### config.mk
export PLATFORM = sky130hd
export DESIGN_NAME = seq_det_sched
export DESIGN_NICKNAME = d
export VERILOG_FILES = /design/src/rtl/seq_det_sched.sv
export SDC_FILE = /design/constraint.sdc
export NUM_CORES = 1
export LEC_CHECK = 0
export CAP_MARGIN = 20
export CORE_MARGIN = 2
export CORE_UTILIZATION = 48
export DETAILED_ROUTE_END_ITERATION = 12
export GPL_TIMING_DRIVEN = 0
export HOLD_SLACK_MARGIN = 0.06
export PLACE_DENSITY = 0.82
export SLEW_MARGIN = 0
export SYNTH_ARGS = -nofsm -noshare
export SYNTH_HDL_FRONTEND = slang
export SYNTH_SLANG_ARGS = --single-unit
### constraint.sdc
create_clock -name clk -period 4.62 [get_ports clk]
set_clock_uncertainty 0.05 [all_clocks]
set_input_delay 0.693 -clock clk [delete_from_list [all_inputs] [get_ports clk]]
set_output_delay 0.693 -clock clk [all_outputs]
set_load 0.005 [all_outputs]
### src/rtl/seq_det_sched.sv
// seq_det_sched: round-robin (or fixed-priority) scheduler that time-shares
// one bit-serial sequence detector among NREQ requesters. Each granted word
// is serialized LSB-first after a one-cycle detector clear. After HIT_LAT
// wait cycles the detector's match flag is latched into hit[g] and done[g]
// pulses for one cycle.
//
// Build option: define SEQ_DET_SCHED_RR_EN for round-robin arbitration with a
// rotating start pointer. Left undefined, the lowest requesting index wins and
// no pointer is built.
//
// Handshake: req[i] is a level request that is only looked at while the FSM is
// idle. gnt[i] acknowledges it and stays high for the whole job. done[i] is the
// single-cycle completion strobe, and the requester drops req[i] on it. The
// serial side is push-only: ser_bit is meaningful exactly in cycles where
// ser_vld is high, and the detector cannot stall it.
module seq_det_sched #(
  parameter int NREQ    = 4,
  parameter int WIDTH   = 8,
  parameter int HIT_LAT = 2
) (
  input  logic                    clk,
  input  logic                    rst_n,
  input  logic [NREQ-1:0]         req,
  input  logic [NREQ*WIDTH-1:0]   req_data,
  output logic [NREQ-1:0]         gnt,
  output logic [NREQ-1:0]         done,
  output logic [NREQ-1:0]         hit,
  output logic                    busy,
  output logic                    ser_clr,
  output logic                    ser_vld,
  output logic                    ser_bit,
  input  logic                    det_hit,
  output logic [2:0]              dbg_state
);

  localparam int IDXW = (NREQ > 1) ? $clog2(NREQ) : 1;
  localparam int CNTW = $clog2(WIDTH + 1);

  localparam logic [2:0] ST_IDLE  = 3'd0;
  localparam logic [2:0] ST_CLR   = 3'd1;
  localparam logic [2:0] ST_SHIFT = 3'd2;
  localparam logic [2:0] ST_WAIT  = 3'd3;
  localparam logic [2:0] ST_DONE  = 3'd4;

  localparam logic [CNTW-1:0] BIT_LAST = CNTW'(WIDTH - 1);
  localparam logic [2:0]      LAT_LAST = (HIT_LAT > 0) ? 3'(HIT_LAT - 1) : 3'd0;

  logic [2:0]       state_q, state_d;
  logic [NREQ-1:0]  gnt_q,   gnt_d;
  logic [IDXW-1:0]  idx_q,   idx_d;
  logic [WIDTH-1:0] sh_q,    sh_d;
  logic [CNTW-1:0]  cnt_q,   cnt_d;
  logic [2:0]       lat_q,   lat_d;
  logic [NREQ-1:0]  hit_q,   hit_d;

  logic             win_found;
  logic [IDXW-1:0]  win_idx;
  logic [IDXW-1:0]  cand;
  logic [WIDTH-1:0] win_word;

`ifdef SEQ_DET_SCHED_RR_EN
  logic [IDXW-1:0]  ptr_q, ptr_d;
`endif

  // Arbitration: first requester found scanning upward from the start index.
  always_comb begin
    win_found = 1'b0;
    win_idx   = '0;
    cand      = '0;
    for (int k = 0; k < NREQ; k++) begin
`ifdef SEQ_DET_SCHED_RR_EN
      cand = IDXW'((int'(ptr_q) + k) % NREQ);
`else
      cand = IDXW'(k);
`endif
      if (!win_found && req[cand]) begin
        win_found = 1'b1;
        win_idx   = cand;
      end
    end
  end

  // Word select for the arbitration winner.
  always_comb begin
    win_word = '0;
    for (int i = 0; i < NREQ; i++) begin
      if (win_idx == IDXW'(i)) win_word = req_data[i*WIDTH +: WIDTH];
    end
  end

  // Job sequencing: load, clear detector, shift, wait for the flag, report.
  always_comb begin
    state_d = state_q;
    gnt_d   = gnt_q;
    idx_d   = idx_q;
    sh_d    = sh_q;
    cnt_d   = cnt_q;
    lat_d   = lat_q;
    hit_d   = hit_q;
`ifdef SEQ_DET_SCHED_RR_EN
    ptr_d   = ptr_q;
`endif
    case (state_q)
      ST_IDLE: begin
        if (win_found) begin
          state_d        = ST_CLR;
          gnt_d          = '0;
          gnt_d[win_idx] = 1'b1;
          idx_d          = win_idx;
          sh_d           = win_word;
          cnt_d          = '0;
          lat_d          = '0;
        end
      end
      ST_CLR: begin
        state_d = ST_SHIFT;
      end
      ST_SHIFT: begin
        sh_d  = sh_q >> 1;
        cnt_d = cnt_q + 1'b1;
        if (cnt_q == BIT_LAST) begin
          cnt_d = '0;
          if (HIT_LAT == 0) begin
            // No settling time: the flag is already final after the last bit.
            state_d      = ST_DONE;
            hit_d[idx_q] = det_hit;
          end else begin
            state_d = ST_WAIT;
            lat_d   = '0;
          end
        end
      end
      ST_WAIT: begin
        lat_d = lat_q + 1'b1;
        if (lat_q == LAT_LAST) begin
          state_d      = ST_DONE;
          hit_d[idx_q] = det_hit;
          lat_d        = '0;
        end
      end
      ST_DONE: begin
        state_d = ST_IDLE;
        gnt_d   = '0;
`ifdef SEQ_DET_SCHED_RR_EN
        ptr_d   = IDXW'((int'(idx_q) + 1) % NREQ);
`endif
      end
      default: begin
        state_d = ST_IDLE;
        gnt_d   = '0;
      end
    endcase
  end

  // State registers; reset abandons any job in flight without a done.
  always_ff @(posedge clk or negedge rst_n) begin
    if (!rst_n) begin
      state_q <= ST_IDLE;
      gnt_q   <= '0;
      idx_q   <= '0;
      sh_q    <= '0;
      cnt_q   <= '0;
      lat_q   <= '0;
      hit_q   <= '0;
    end else begin
      state_q <= state_d;
      gnt_q   <= gnt_d;
      idx_q   <= idx_d;
      sh_q    <= sh_d;
      cnt_q   <= cnt_d;
      lat_q   <= lat_d;
      hit_q   <= hit_d;
    end
  end

`ifdef SEQ_DET_SCHED_RR_EN
  // Rotating start pointer: the requester after the last one served.
  always_ff @(posedge clk or negedge rst_n) begin
    if (!rst_n) ptr_q <= '0;
    else        ptr_q <= ptr_d;
  end
`endif

  assign gnt       = gnt_q;
  assign done      = (state_q == ST_DONE) ? gnt_q : '0;
  assign hit       = hit_q;
  assign busy      = (state_q != ST_IDLE);
  assign ser_clr   = (state_q == ST_CLR);
  assign ser_vld   = (state_q == ST_SHIFT);
  assign ser_bit   = (state_q == ST_SHIFT) & sh_q[0];
  assign dbg_state = state_q;

endmodule

* Yosys cells after proc, flatten, opt, wreduce, memory -nomap -nowiden
Cells that the tools add are included.
** Word-level totals
- Output and inout port bits :: 19
- Word-level logic and storage cells :: 79
- Input bits :: 39
- Register bits :: 28
** Cells by class
- Mux-type cells :: 32
- Equality and inequality tests :: 12
- Add/subtract/negate cells :: 2
- Bitwise logic cells :: 2
- Reductions and logical operators :: 20
- Magnitude comparators :: 4
** Operators by type and width (number)
- 8-bit 2-to-1 mux :: 5
- 3-bit 2-to-1 mux :: 6
- 4-bit 2-to-1 mux :: 4
- 4-bit one-hot mux with 2 select lines :: 2
- 8-bit one-hot mux with 2 select lines :: 1
- 3-bit one-hot mux with 4 select lines :: 1
- 3-bit one-hot mux with 3 select lines :: 1
- 2-bit AND reduction :: 4
- 1-bit 2-to-1 mux :: 7
- 3-bit by 1-bit == test with 1-bit output, second input constant :: 2
- 3-bit by 2-bit == test with 1-bit output, second input constant :: 2
- 2-bit by 3-bit < comparator with 1-bit output, second input constant :: 2
- 3-bit AND reduction :: 2
- 3-bit nonzero test :: 2
- 1-bit logical AND :: 5
- 4-bit by 1-bit adder with 4-bit output, second input constant :: 1
- 4-bit bitwise mux :: 1
- 1-bit demux with 2-bit select :: 2
- 2-bit == test, second input constant :: 2
- 4-bit by 3-bit == test with 1-bit output, second input constant :: 1
- 2-bit by 1-bit greater-or-equal comparator with 1-bit output, second input constant :: 2
- 2-bit 2-to-1 mux :: 2
- 2-bit != test, second input constant :: 2
- 3-bit by 1-bit adder with 3-bit output, second input constant :: 1
- 10 further kinds :: 12

* Longest topological paths before layout
Gate-level depths: netlist (run 1).
- Word-level depth :: 17
- Mapped depth :: 6
- Mapped depth without buffers :: 5

* Worst setup path after synthesis (run 1)
OpenSTA, ideal clock, no wires.
- Path type :: register -> output
- From :: reg state_q[0] (netlist: dbg_state[0])
- To :: out ser_bit
- Slack :: 2.704 ns
- Arrival time :: 1.173 ns
- Data required time :: 3.877 ns
- Buffers on the path :: 1
- Stages on the path, launching flop included :: 5
- Cell sequence :: dfrtp_1 -> or3b_1 -> buf_6 -> clkinv_8 -> and2_1
** On the way
- Cells in the longest elaborated chain, start to end :: 2
** RTL lines
- start: declaration :: RTL line 48 : logic [2:0] state_q, state_d;
- start signal: assignment :: RTL line 166 : state_q <= state_d;
- 3-bit by 2-bit == test with 1-bit output
- named net ser_vld :: RTL line 30 : output logic ser_vld,
- 1-bit AND :: RTL line 190 : assign ser_bit = (state_q == ST_SHIFT) & sh_q[0];
- end: declaration :: RTL line 31 : output logic ser_bit,
The timed path passes the listed nets, and every way through them passes these cells.

* Final worst setup path (run 1)
- From :: reg state_q[0] (netlist: dbg_state[0])
- To :: out done[3]
** On the way
- Cells in the longest elaborated chain, start to end :: 2
** RTL lines
- 3-bit == test :: RTL line 185 : assign done = (state_q == ST_DONE) ? gnt_q : '0;
- 4-bit 2-to-1 mux :: RTL line 185
- end: declaration :: RTL line 26 : output logic [NREQ-1:0] done,
Every way passes these cells.

==> results_dict.tcl, run 1 <==
set metrics [dict create \
    netlist_area_um2 1670 \
    min_from "sh_q[7]" \
    tns_ns 0 \
    slowest_stage "dfrtp_1" \
    ant_nets 0 \
    final-seq-area_um2 701 \
    syn_area_per_cell_um2 9.31 \
    rsz0062_at_grt "no" \
    drive_above_1_share 0.0917 \
    ioPinCount 58 \
    netlist_top_cells_area "dfrtp_1 42%, o21ai_0 3.9%, nand2_1 3.6%" \
    slew_violations 0 \
    antenna_found_initial 0 \
    cts_buffer_depth 2 \
    final_util 0.709 \
    gp_congestion 0.854 \
    synth-simple-area-share 0.218 \
    cts_tree "built" \
    grt_pass1_vias 1550 \
    ys_async_sr_fraction 1.00 \
    core_area_um2 3340 \
    pwr-share-seq 0.359 \
    layout_common_cells "56 x clkdlybuf4s50_1, 28 x dfrtp_1, 16 x nand2_1" \
    grt_usage 0.226 \
    synth_ff_type "dfrtp_1" \
    clock_latency_ns 0.34 \
    nNetsFinal 281 \
    placement.io_buffers 56 \
    routed_via_density 5.61 \
    fp.dieArea_um2 3960 \
    numCtsBuffers 3 \
    ys_types 46 \
    ys_seq_elements 28 \
    crit_start "dbg_state[0]" \
    vias 1604 \
    synthCells 179 \
    power.density_nw_per_um2 522 \
    p_clk_frac 0.135 \
    die_h_um 62.9 \
    post_drt_wl_per_cell_um 14.8 \
    critPathLaunchType "flip-flop" \
    synth-edff-count 0 \
    setup_viol 0 \
    start_util 0.499 \
    path_clk_slew_ns 0.16 \
    grt_max_degree 17 \
    timing.final.crit_period_ns 2.93 \
    hold_ws_ns 0.460 \
    fillers 286 \
    max-cap-violations 0 \
    post_cts_buffers 0 \
    cts-root-buf "clkbuf_4" \
    switching_power_w 0.000461 \
    holdBufCountCts 0 \
    grt_pass1_wl_um 7180 \
    synth_fa_ha_area_frac 0.00751 \
    leakage_nw 0.946 \
    ys_warn_count 0 \
    r2r_start "dbg_state[0]" \
    syn_nets 219 \
    final_common_cell "clkdlybuf4s50_1" \
    max_freq_mhz 342 \
    postLayoutCellArea_um2 2360 \
    synth_mux_area_frac 0.0270 \
    status "complete, no violations" \
    synth_top_area_frac 0.420 \
    min_path_type "flip-flop to flip-flop" \
    switching_share 0.374 \
    worstMarginPinSlew_ns 0.737 \
    internal_power_w 0.000773 \
    num_rows 21 \
    hold_viol_final 0 \
    synth_top_family_by_area "compound AO/OA/AOI/OAI gates" \
    fin_crit_sh 0.634 \
    syn2layout_area_growth_pct 41.9 \
    critPathMaxStageDelay_ns 0.51 \
    grt-ovfl-total 0 \
    cpLargestDelayFamily "buffers and inverters" \
    synth_seq_area_share 0.420 \
    ctsResizeCount 0 \
    crit_type "flip-flop to primary output" \
    cts-htree-levels 1 \
    ff2ff_setup_slack_ns 2.83 \
    relSlewSlack 0.507 \
    die_w_um 62.9 \
    cp.required_ns 3.88 \
    placed_area_um2 2310 \
    multi_input_area_um2 878 \
    drc_errors 0 \
    path_cells "nor2_1 > clkbuf_1 > and3_1 > clkdlybuf4s50_1" \
    combPwrFrac 0.506 \
    synth_top_area_cell "dfrtp_1" \
    ir_worst_vdd_mv 0.254 \
    cp_data_arrival_time_ns 2.18 \
    dr.first_iter.drc_count 84 \
    drt_wl_total_um 4230 \
    path_max_fanout 10 \
    yosys.area_share.xor_xnor 0.00526 \
    num_antenna_cells 0 \
    end_kind "primary output" \
    hpwlAfterDp_um 3300 \
    firstDrtPassIters 4 \
    clock_sinks 28 \
    synth_compound_area_frac 0.269 \
    worst-path-buf-inv 2 \
]
power groups by stage:
stage                     clock [W]  sequential [W]  combinational [W]
after global placement            0        0.000446           0.000608
after floorplan                   0        0.000433           0.000387
after global routing       0.000178        0.000461           0.000688
final                      0.000167        0.000443           0.000624
after CTS                  0.000168        0.000443           0.000632
after detailed placement          0        0.000449           0.000627
flip-flops by register name (all words and copies together), names as in the netlist:
name       flops
dbg_state      3
lat_q          3
sh_q           8
idx_q          2
hit            4
gnt            4
cnt_q          4
synthesized netlist by cell type, types with 2 or more instances:
master and number:
a211oi_1 4, a21oi_1 6, a22o_1 4, a22oi_1 6
a31oi_1 5, and3_1 7, buf_2 2, buf_6 2
clkbuf_1 5, dfrtp_1 28, inv_1 2, mux2_2 4
nand2_1 16, nand2b_1 5, nand3_1 3, nand3b_1 3
nor2_1 13, nor2b_1 6, nor3_1 3, nor3b_1 4
o21ai_0 13, o21ai_1 4, o22ai_1 8, o31a_1 4
path summary, 6_finish.rpt:
| path | cells past startpoint | end |
|---|---|---|
| max in group asynchronous | 2 | sh_q[5] |
| min in group asynchronous | 1 | lat_q[1] |
| max reg2reg | 5 | cnt_q[3] |
| min reg2reg | 2 | sh_q[7] |
| max | 4 | done[3] |
| min | 2 | sh_q[7] |
cell families after synthesis:
logic type	Yosys count
AOI/OAI and AO/OA	64
adders and majority gates	1
DFF	28
muxes	4
and+or+nand+nor	67
xor gates and xnor gates	1
buffers and inverters	14
through the flow:
stage,cells,total power [W],setup WS (ns)
floorplan,179,0.000819,2.70
global placement,281,0.00105,2.09
detailed placement,282,0.00108,2.07
CTS,286,0.00124,1.67
global route,286,0.00133,1.57
finish,286,0.00123,1.69
worst register-to-register path, stage by stage (launching register included):
cell,delay [ns]
dfrtp_1,0.51
or3_1,0.39
buf_2,0.16
o21ai_2,0.26
o21ai_0,0.15
a21o_1,0.19
routing by layer:
metal	part of all wire	track usage
met1	0.47	0.297
met4	0.025	0.0889
met5	0	0
met2	0.47	0.374
met3	0.038	0.0360
final cells by class:
type,count,share of cell area
Multi-Input combinational cell,137,0.371
Sequential cell,28,0.296
Timing Repair Buffer,57,0.249
Buffer,11,0.0270
Tap cell,46,0.0243
Clock inverter,1,0.0127
Inverter,3,0.0101
Clock buffer,3,0.00952
No activity file was read; power rests on OpenSTA's default activity.
==> run 2, diff against run 1 <==
--- a/config.mk
+++ b/config.mk
@@ -7,11 +7,11 @@
 export LEC_CHECK = 0
 export CAP_MARGIN = 20
 export CORE_MARGIN = 2
-export CORE_UTILIZATION = 48
+export CORE_UTILIZATION = 45
 export DETAILED_ROUTE_END_ITERATION = 12
 export GPL_TIMING_DRIVEN = 0
 export HOLD_SLACK_MARGIN = 0.06
-export PLACE_DENSITY = 0.82
+export PLACE_DENSITY = 0.78
 export SLEW_MARGIN = 0
 export SYNTH_ARGS = -nofsm -noshare
 export SYNTH_HDL_FRONTEND = slang
==> constraint.sdc (replaced) <==
create_clock -name clk -period 2.9 [get_ports clk]
set_clock_uncertainty 0.05 [all_clocks]
set_input_delay 0.435 -clock clk [delete_from_list [all_inputs] [get_ports clk]]
set_output_delay 0.435 -clock clk [all_outputs]
set_load 0.005 [all_outputs]
==> run 2 against run 1 <==
Compared with the run above:
- global-route usage shrank 0.63 points
- total power increased by 62%
- routed wire length is 1.1% higher
- hold slack worse by 0.0082 ns
- critical path type unchanged
- largest power group unchanged
==> results_dict.tcl, run 2 (synthesized netlist as in run 1, its figures left out) <==
set metrics [dict create \
    post_cts_buffers 0 \
    rsz0062_at_grt "no" \
    drive_above_1_share 0.0917 \
    critPathLaunchType "flip-flop" \
    cp.required_ns 2.41 \
    drt_wl_total_um 4270 \
    grt_max_degree 20 \
    die_h_um 64.9 \
    grt_usage 0.220 \
    r2r_cells 5 \
    placement.io_buffers 56 \
    post_drt_wl_per_cell_um 14.8 \
    numCtsBuffers 3 \
    routed_via_density 5.48 \
    tns_ns 0 \
    cp_data_arrival_time_ns 2.12 \
    met3_usage 0.0313 \
    relSlewSlack 0.628 \
    cts_buffer_depth 2 \
    slew_violations 0 \
    ctsResizeCount 0 \
    end_kind "primary output" \
    fp.dieArea_um2 4210 \
    max-cap-violations 0 \
    num_antenna_cells 0 \
    final_common_cell "clkdlybuf4s50_1" \
    ir_worst_vdd_mv 0.469 \
    cts-root-buf "clkbuf_8" \
    setup_viol 0 \
    grt_pass1_vias 1503 \
    vias 1577 \
    grt.busiest_layer "met2" \
    start_util 0.462 \
    cts_tree "built" \
    hpwlAfterDp_um 3310 \
    grt-ovfl-total 0 \
    largest_register_ffs 8 \
    ioPinCount 58 \
    leakage_nw 0.954 \
    power.density_nw_per_um2 840 \
    core_area_um2 3610 \
    drc_errors 0 \
    layout_common_cells "56 x clkdlybuf4s50_1, 28 x dfrtp_1, 16 x nand2_1" \
    max_freq_mhz 383 \
    holdBufCountCts 0 \
    place_inst 284 \
    status "complete, no violations" \
    fin_crit_sh 0.899 \
    worstHoldPathCells 2 \
    syn2layout_area_growth_pct 43.2 \
    ant_nets 0 \
    min_path_type "flip-flop to flip-flop" \
    crit_type "flip-flop to primary output" \
    path_clk_slew_ns 0.10 \
    path_max_fanout 10 \
    die_w_um 64.9 \
    clock_latency_ns 0.27 \
    stdcell_count 288 \
    dr.first_iter.drc_count 107 \
    timing.final.crit_period_ns 2.61 \
    use_met2 0.367 \
    fillers 307 \
    nNetsFinal 281 \
    grt_pass1_wl_um 7300 \
    cts-htree-levels 1 \
    antenna_found_initial 0 \
    worstMarginPinSlew_ns 0.556 \
    hold_viol_final 0 \
    gp_congestion 0.797 \
    firstDrtPassIters 4 \
    clock_sinks 28 \
    regMostFlops "sh_q" \
    num_rows 22 \
    use_met1 0.304 \
]
[run 2: metal layers]
layer  routed length (um)  vias up  share of wire
met1                 1990      764           0.47
met3                  123        4          0.029
met2                 2130       28           0.50
met5                    0        -              0
met4                   29        0         0.0068
li1                     -      781              -
[run 2: worst paths after layout]
check	from	end	slack [ns]
min in group asynchronous	rst_n	sh_q[1]	0.46
worst min register to register	sh_q[7]	sh_q[7]	0.45
worst max register to register	dbg_state[0]	cnt_q[3]	1.10
worst max-delay path	dbg_state[0]	done[2]	0.29
max in group asynchronous	rst_n	gnt[0]	1.86
worst min-delay path	sh_q[7]	sh_q[7]	0.45
[run 2: area by class of cell]
class                   instances  area [um^2]  share of cell area
plain buffers                  11         63.8              0.0267
clock buffers                   3         41.3              0.0173
clock inverters                 1         30.0              0.0126
inverters                       3         23.8             0.00996
multi-input cells             137          878               0.368
flip-flops and latches         28          701               0.294
well taps                      48         60.1              0.0252
repair buffers                 57          588               0.246
[run 2: metrics by stage]
step                      worst slack, ns  power (W)  hold WS (ns)  utilization  area [um^2]
after floorplan                      1.24    0.00130        0.0894            -         1670
after global placement              0.622    0.00168         0.417        0.634         2290
after detailed placement            0.619    0.00171         0.426        0.642         2310
after CTS                           0.286    0.00202         0.450        0.662         2390
after global routing                0.123    0.00218         0.469        0.662         2390
final                               0.291    0.00200         0.451        0.662         2390
[run 2: worst max-delay path, stage by stage (launching register included)]
cell and delay, ns:
dfrtp_1 0.50, nor2_1 0.26, clkbuf_1 0.38, and3_1 0.22, clkdlybuf4s50_1 0.50
[run 2: where the power goes]
part | leakage [nW] | internal (W) | switching (W)
Combinational | 0.570 | 0.000525 | 0.000462
Clock | 0.0357 | 0.000185 | 0.000125
Sequential | 0.348 | 0.000567 | 0.000140
Total | 0.954 | 0.00128 | 0.000726
==> run 3, diff against run 2 <==
--- a/config.mk
+++ b/config.mk
@@ -6,10 +6,9 @@
 export NUM_CORES = 1
 export LEC_CHECK = 0
 export CAP_MARGIN = 20
-export CORE_MARGIN = 2
+export CORE_MARGIN = 4
 export CORE_UTILIZATION = 45
 export DETAILED_ROUTE_END_ITERATION = 12
-export GPL_TIMING_DRIVEN = 0
 export HOLD_SLACK_MARGIN = 0.06
 export PLACE_DENSITY = 0.78
 export SLEW_MARGIN = 0
==> run 3 against run 2 <==
Compared with the run above:
- sequential cell count is the same
- first-iteration DRC count increased by 2.8%
- final cell count is 3.1% lower
==> results_dict.tcl, run 3 (synthesized netlist as in run 1, its figures left out) <==
set metrics [dict create \
    hold_viol_final 0 \
    final_common_cell "clkdlybuf4s50_1" \
    holdBufCountCts 0 \
    max-cap-violations 0 \
    r2r_start "dbg_state[2]" \
    largest_register_ffs 8 \
    r2r_cells 4 \
    fin_crit_sh 0.916 \
    drive_above_1_share 0.0815 \
    hpwlAfterDp_um 3410 \
    die_h_um 68.9 \
    path_max_fanout 15 \
    leakage_nw 0.930 \
    max_freq_mhz 377 \
    postLayoutCellArea_um2 2330 \
    critPathLaunchType "flip-flop" \
    core_area_um2 3440 \
    r2r_end "sh_q[7]" \
    grt_pass1_wl_um 7380 \
    crit_end "ser_bit" \
    ctsResizeCount 0 \
    slew_violations 0 \
    crit_type "flip-flop to primary output" \
    routed_via_density 5.58 \
    fp.dieArea_um2 4740 \
    firstDrtPassIters 4 \
    regMostFlops "sh_q" \
    num_antenna_cells 0 \
    die_w_um 68.9 \
    placement.io_buffers 57 \
    relSlewSlack 0.572 \
    critPathMaxStageDelay_ns 0.61 \
    start_util 0.484 \
    grt-ovfl-total 0 \
    post_drt_wl_per_cell_um 16.1 \
    path_clk_slew_ns 0.09 \
    grt_usage 0.206 \
    slowest_stage "or3b_1" \
    syn2layout_area_growth_pct 39.9 \
    setup_viol 0 \
    rsz0062_at_grt "no" \
    worstMarginPinSlew_ns 0.640 \
    cts_tree "built" \
    placed_area_um2 2260 \
    min_from "cnt_q[2]" \
    antenna_found_initial 0 \
    status "complete, no violations" \
    cts-htree-levels 1 \
    clock_latency_ns 0.27 \
    gp_congestion 0.832 \
    ir_worst_vdd_mv 0.607 \
    grt_max_degree 29 \
    power.density_nw_per_um2 850 \
    post_cts_buffers 0 \
    num_rows 21 \
    crit_start "dbg_state[2]" \
    timing.final.crit_period_ns 2.66 \
    cts_buffer_depth 2 \
    tns_ns 0 \
    vias 1557 \
    dr.first_iter.drc_count 110 \
    cts-root-buf "clkbuf_8" \
    min_path_type "flip-flop to flip-flop" \
    cp.required_ns 2.41 \
    cp_data_arrival_time_ns 2.17 \
    ff2ff_setup_slack_ns 0.84 \
    drc_errors 0 \
    clock_sinks 28 \
    drt_wl_total_um 4480 \
    final_util 0.678 \
    ant_nets 0 \
    nNetsFinal 274 \
    ioPinCount 58 \
    end_kind "primary output" \
    numCtsBuffers 3 \
    layout_common_cells "57 x clkdlybuf4s50_1, 28 x dfrtp_1, 16 x nand2_1" \
    path_cells "or3b_1 > clkinv_8 > and2_1 > clkdlybuf4s50_1" \
    grt_pass1_vias 1582 \
]
## run 3: changes by cell type in the layout (fill, tap and decap cells not counted), sizes merged
cell / change
buf: -2
clkdlybuf4s50: +1
clkbuf: -6
## run 3: layer usage
metal  wire (um)  share of wire  global-route usage  up-vias
li1            -              -                   -      771
met5           0              0                   0        -
met1        2060           0.46               0.265      751
met3         183          0.041              0.0405        2
met2        2210           0.49               0.354       33
met4          24         0.0054              0.0560        0
## run 3: final cells by class
| cell class | count | area (um^2) |
|---|---|---|
| clock buffer | 3 | 41.3 |
| clock inverter | 1 | 30.0 |
| fill | 286 | 1110 |
| inverter | 3 | 23.8 |
| multi-input combinational | 137 | 878 |
| sequential | 28 | 701 |
| tap | 46 | 57.6 |
| timing repair buffer | 61 | 601 |
## run 3: critical path, delay by kind of cell, from the launching register on
family	cells	cell delay [ns]
buf+inv	2	0.64
flops	1	0.53
simple gates	2	0.74
## run 3: per-stage QoR
stage	hold WS (ns)	power [W]	setup WS (ns)	instances
after floorplan	0.0894	0.00130	1.24	179
after global placement	0.438	0.00165	0.588	275
after detailed placement	0.448	0.00168	0.537	275
after CTS	0.461	0.00199	0.241	279
after global routing	0.506	0.00214	0.111	279
final	0.468	0.00198	0.244	279
## run 3: worst min path at each step
stage | endpoint | slack [ns] | cells after the start
after global placement | hit[0] | 0.44 | 1
after floorplan | cnt_q[0] | 0.09 | 0
final | cnt_q[2] | 0.47 | 1
after global routing | sh_q[7] | 0.51 | 2
after CTS | cnt_q[2] | 0.46 | 1
after detailed placement | cnt_q[2] | 0.45 | 1
## run 3: report_power, final
group	total, W	switching (W)	internal (W)
Sequential	0.000730	0.000163	0.000568
Combinational	0.000947	0.000453	0.000494
Clock	0.000304	0.000119	0.000185
==> edit (settings of run 3) <==
Change the parameter `WIDTH` from 8 to 32.
--- a/src/rtl/seq_det_sched.sv
+++ b/src/rtl/seq_det_sched.sv
@@ -15,7 +15,7 @@
 // ser_vld is high, and the detector cannot stall it.
 module seq_det_sched #(
   parameter int NREQ    = 4,
-  parameter int WIDTH   = 8,
+  parameter int WIDTH   = 32,
   parameter int HIT_LAT = 2
 ) (
   input  logic                    clk,
Ports: changed (resized req_data); port bits go from 58 to 154. No check against the original RTL was run, so the function may have changed too.
==> edit against run 3 <==
Critical endpoint unchanged. Largest cell class unchanged. Synthesized area increased by 120%. Sequential cell count rose by 26. Die area is 110% higher. Highest routed layer unchanged. Setup slack gained 0.0014 ns. Power rose by 97%. Wire length grew to 2.8 times the old value. Design area up 130%.
==> edit: results (changes against run 3) <==
Cells and area
  – Clock buf count: 8 (+5)
  – Flip-flop and latch count: 54 (+93%)
  – #MultiIn Comb: 320 (+130%)
  – Layout Nets: 695 (+150%)
  – Multi-input gate area: 0.002150 mm^2 (+140%)
  – Layout clock area frac: 2.024% (-1.0 points)
  – Final-layout non-clock buffer area share: 31.06% (+5.3 points)
  – Finished Layout Cells: 662 (+140%)
  – Proportion of cell area occupied by registers: 24.84% (-5.2 points)
  – Flip-flop and latch area: 0.001351 mm^2 (+93%)
  – Nonclk buf count: 175 (+190%)

Outcome
  – Status: complete, no violations

Global route
  – First-pass GRT wire length: 19950 um (+170%)
  – GRT Total Usage: 25.01% (+4.4 points)
  – Met1 global-route usage: 31.04% (+4.5 points)
  – GR Util met2: 44.16% (+8.8 points)
  – Vias in the first global route: 4050 (+160%)

Setup path
  – FF-to-FF setup slack: 0.65 ns (-0.19 ns)
  – Crit path max-delay cell type: clkdlybuf4s50_1
  – RR Startpoint: dbg_state[1]
  – Delay-heaviest family, CP: buffers and inverters
  – R2R Path End: sh_q[10]

Route
  – Routed WL per cell: 18.66 um (+16%)
  – Length of routed met3 wiring: 713 um (+290%)
  – TritonRoute pass-1 iters: 5 (+1)
  – Wire length on met2: 6383 um (+190%)
  – M1 wire length: 5007 um (+140%)
  – Vias: 3985 (+160%)

Clocking
  – H-tree Lvls: 2 (+1)
  – Total CTS buffers: 5 (+2)
  – Hold_buf cts: 1 (+1)

Power
  – Lkg Pwr: 2.118 nW (+130%)
  – Pwr Total: 3.904 mW (+97%)

Logic synthesis
  – Syn nets: 555 (+150%)
  – Synth area leaders: dfrtp_1, a21oi_1, a22o_1
  – Commonest cells in the netlist: a21oi_1, dfrtp_1, a22o_1, nand2b_1
  – Post-synthesis sequential area ratio: 36.25% (-5.8 points)

STA
  – Period utilization: 91.53% (about the same)
  – Min Hold Slack: 0.4499 ns (-0.01790 ns)

Floorplanning
  – Die area: 0.009803 mm^2 (+110%)

Placed design
  – Placed insts: 653 (+140%)
  – Final Wtd Congestion: 0.8472 (+1.8%)

Hold path
  – Hold endpoint: cnt_q[5]
edit: cell types whose count changed after synthesis, sizes merged, moves of 3 or more:
cell | run 3 | this run
mux2i | 0 | 3
clkbuf | 6 | 26
a22o | 4 | 28
buf | 5 | 16
nand2b | 5 | 28
dfrtp | 28 | 54
o22ai | 8 | 26
o31ai | 0 | 7
o21ai | 19 | 12
a21oi | 6 | 87
nor2 | 13 | 21
nor3b | 4 | 1
o221ai | 0 | 26
a31oi | 6 | 3
edit: kinds of logic (layout without fill, tap and decap cells):
group / count (synthesis) / count (layout) / share of synthesized area (%)
AO/OA/AOI/OAI: 213 / 213 / 39.85
AND/OR/NAND/NOR: 98 / 98 / 15.17
flip-flops: 54 / 54 / 36.25
buffers and inverters: 45 / 186 / 6.143
multiplexers: 7 / 7 / 2.014
adder cells (fa/ha/maj): 1 / 1 / 0.3356
XOR/XNOR: 1 / 1 / 0.2350
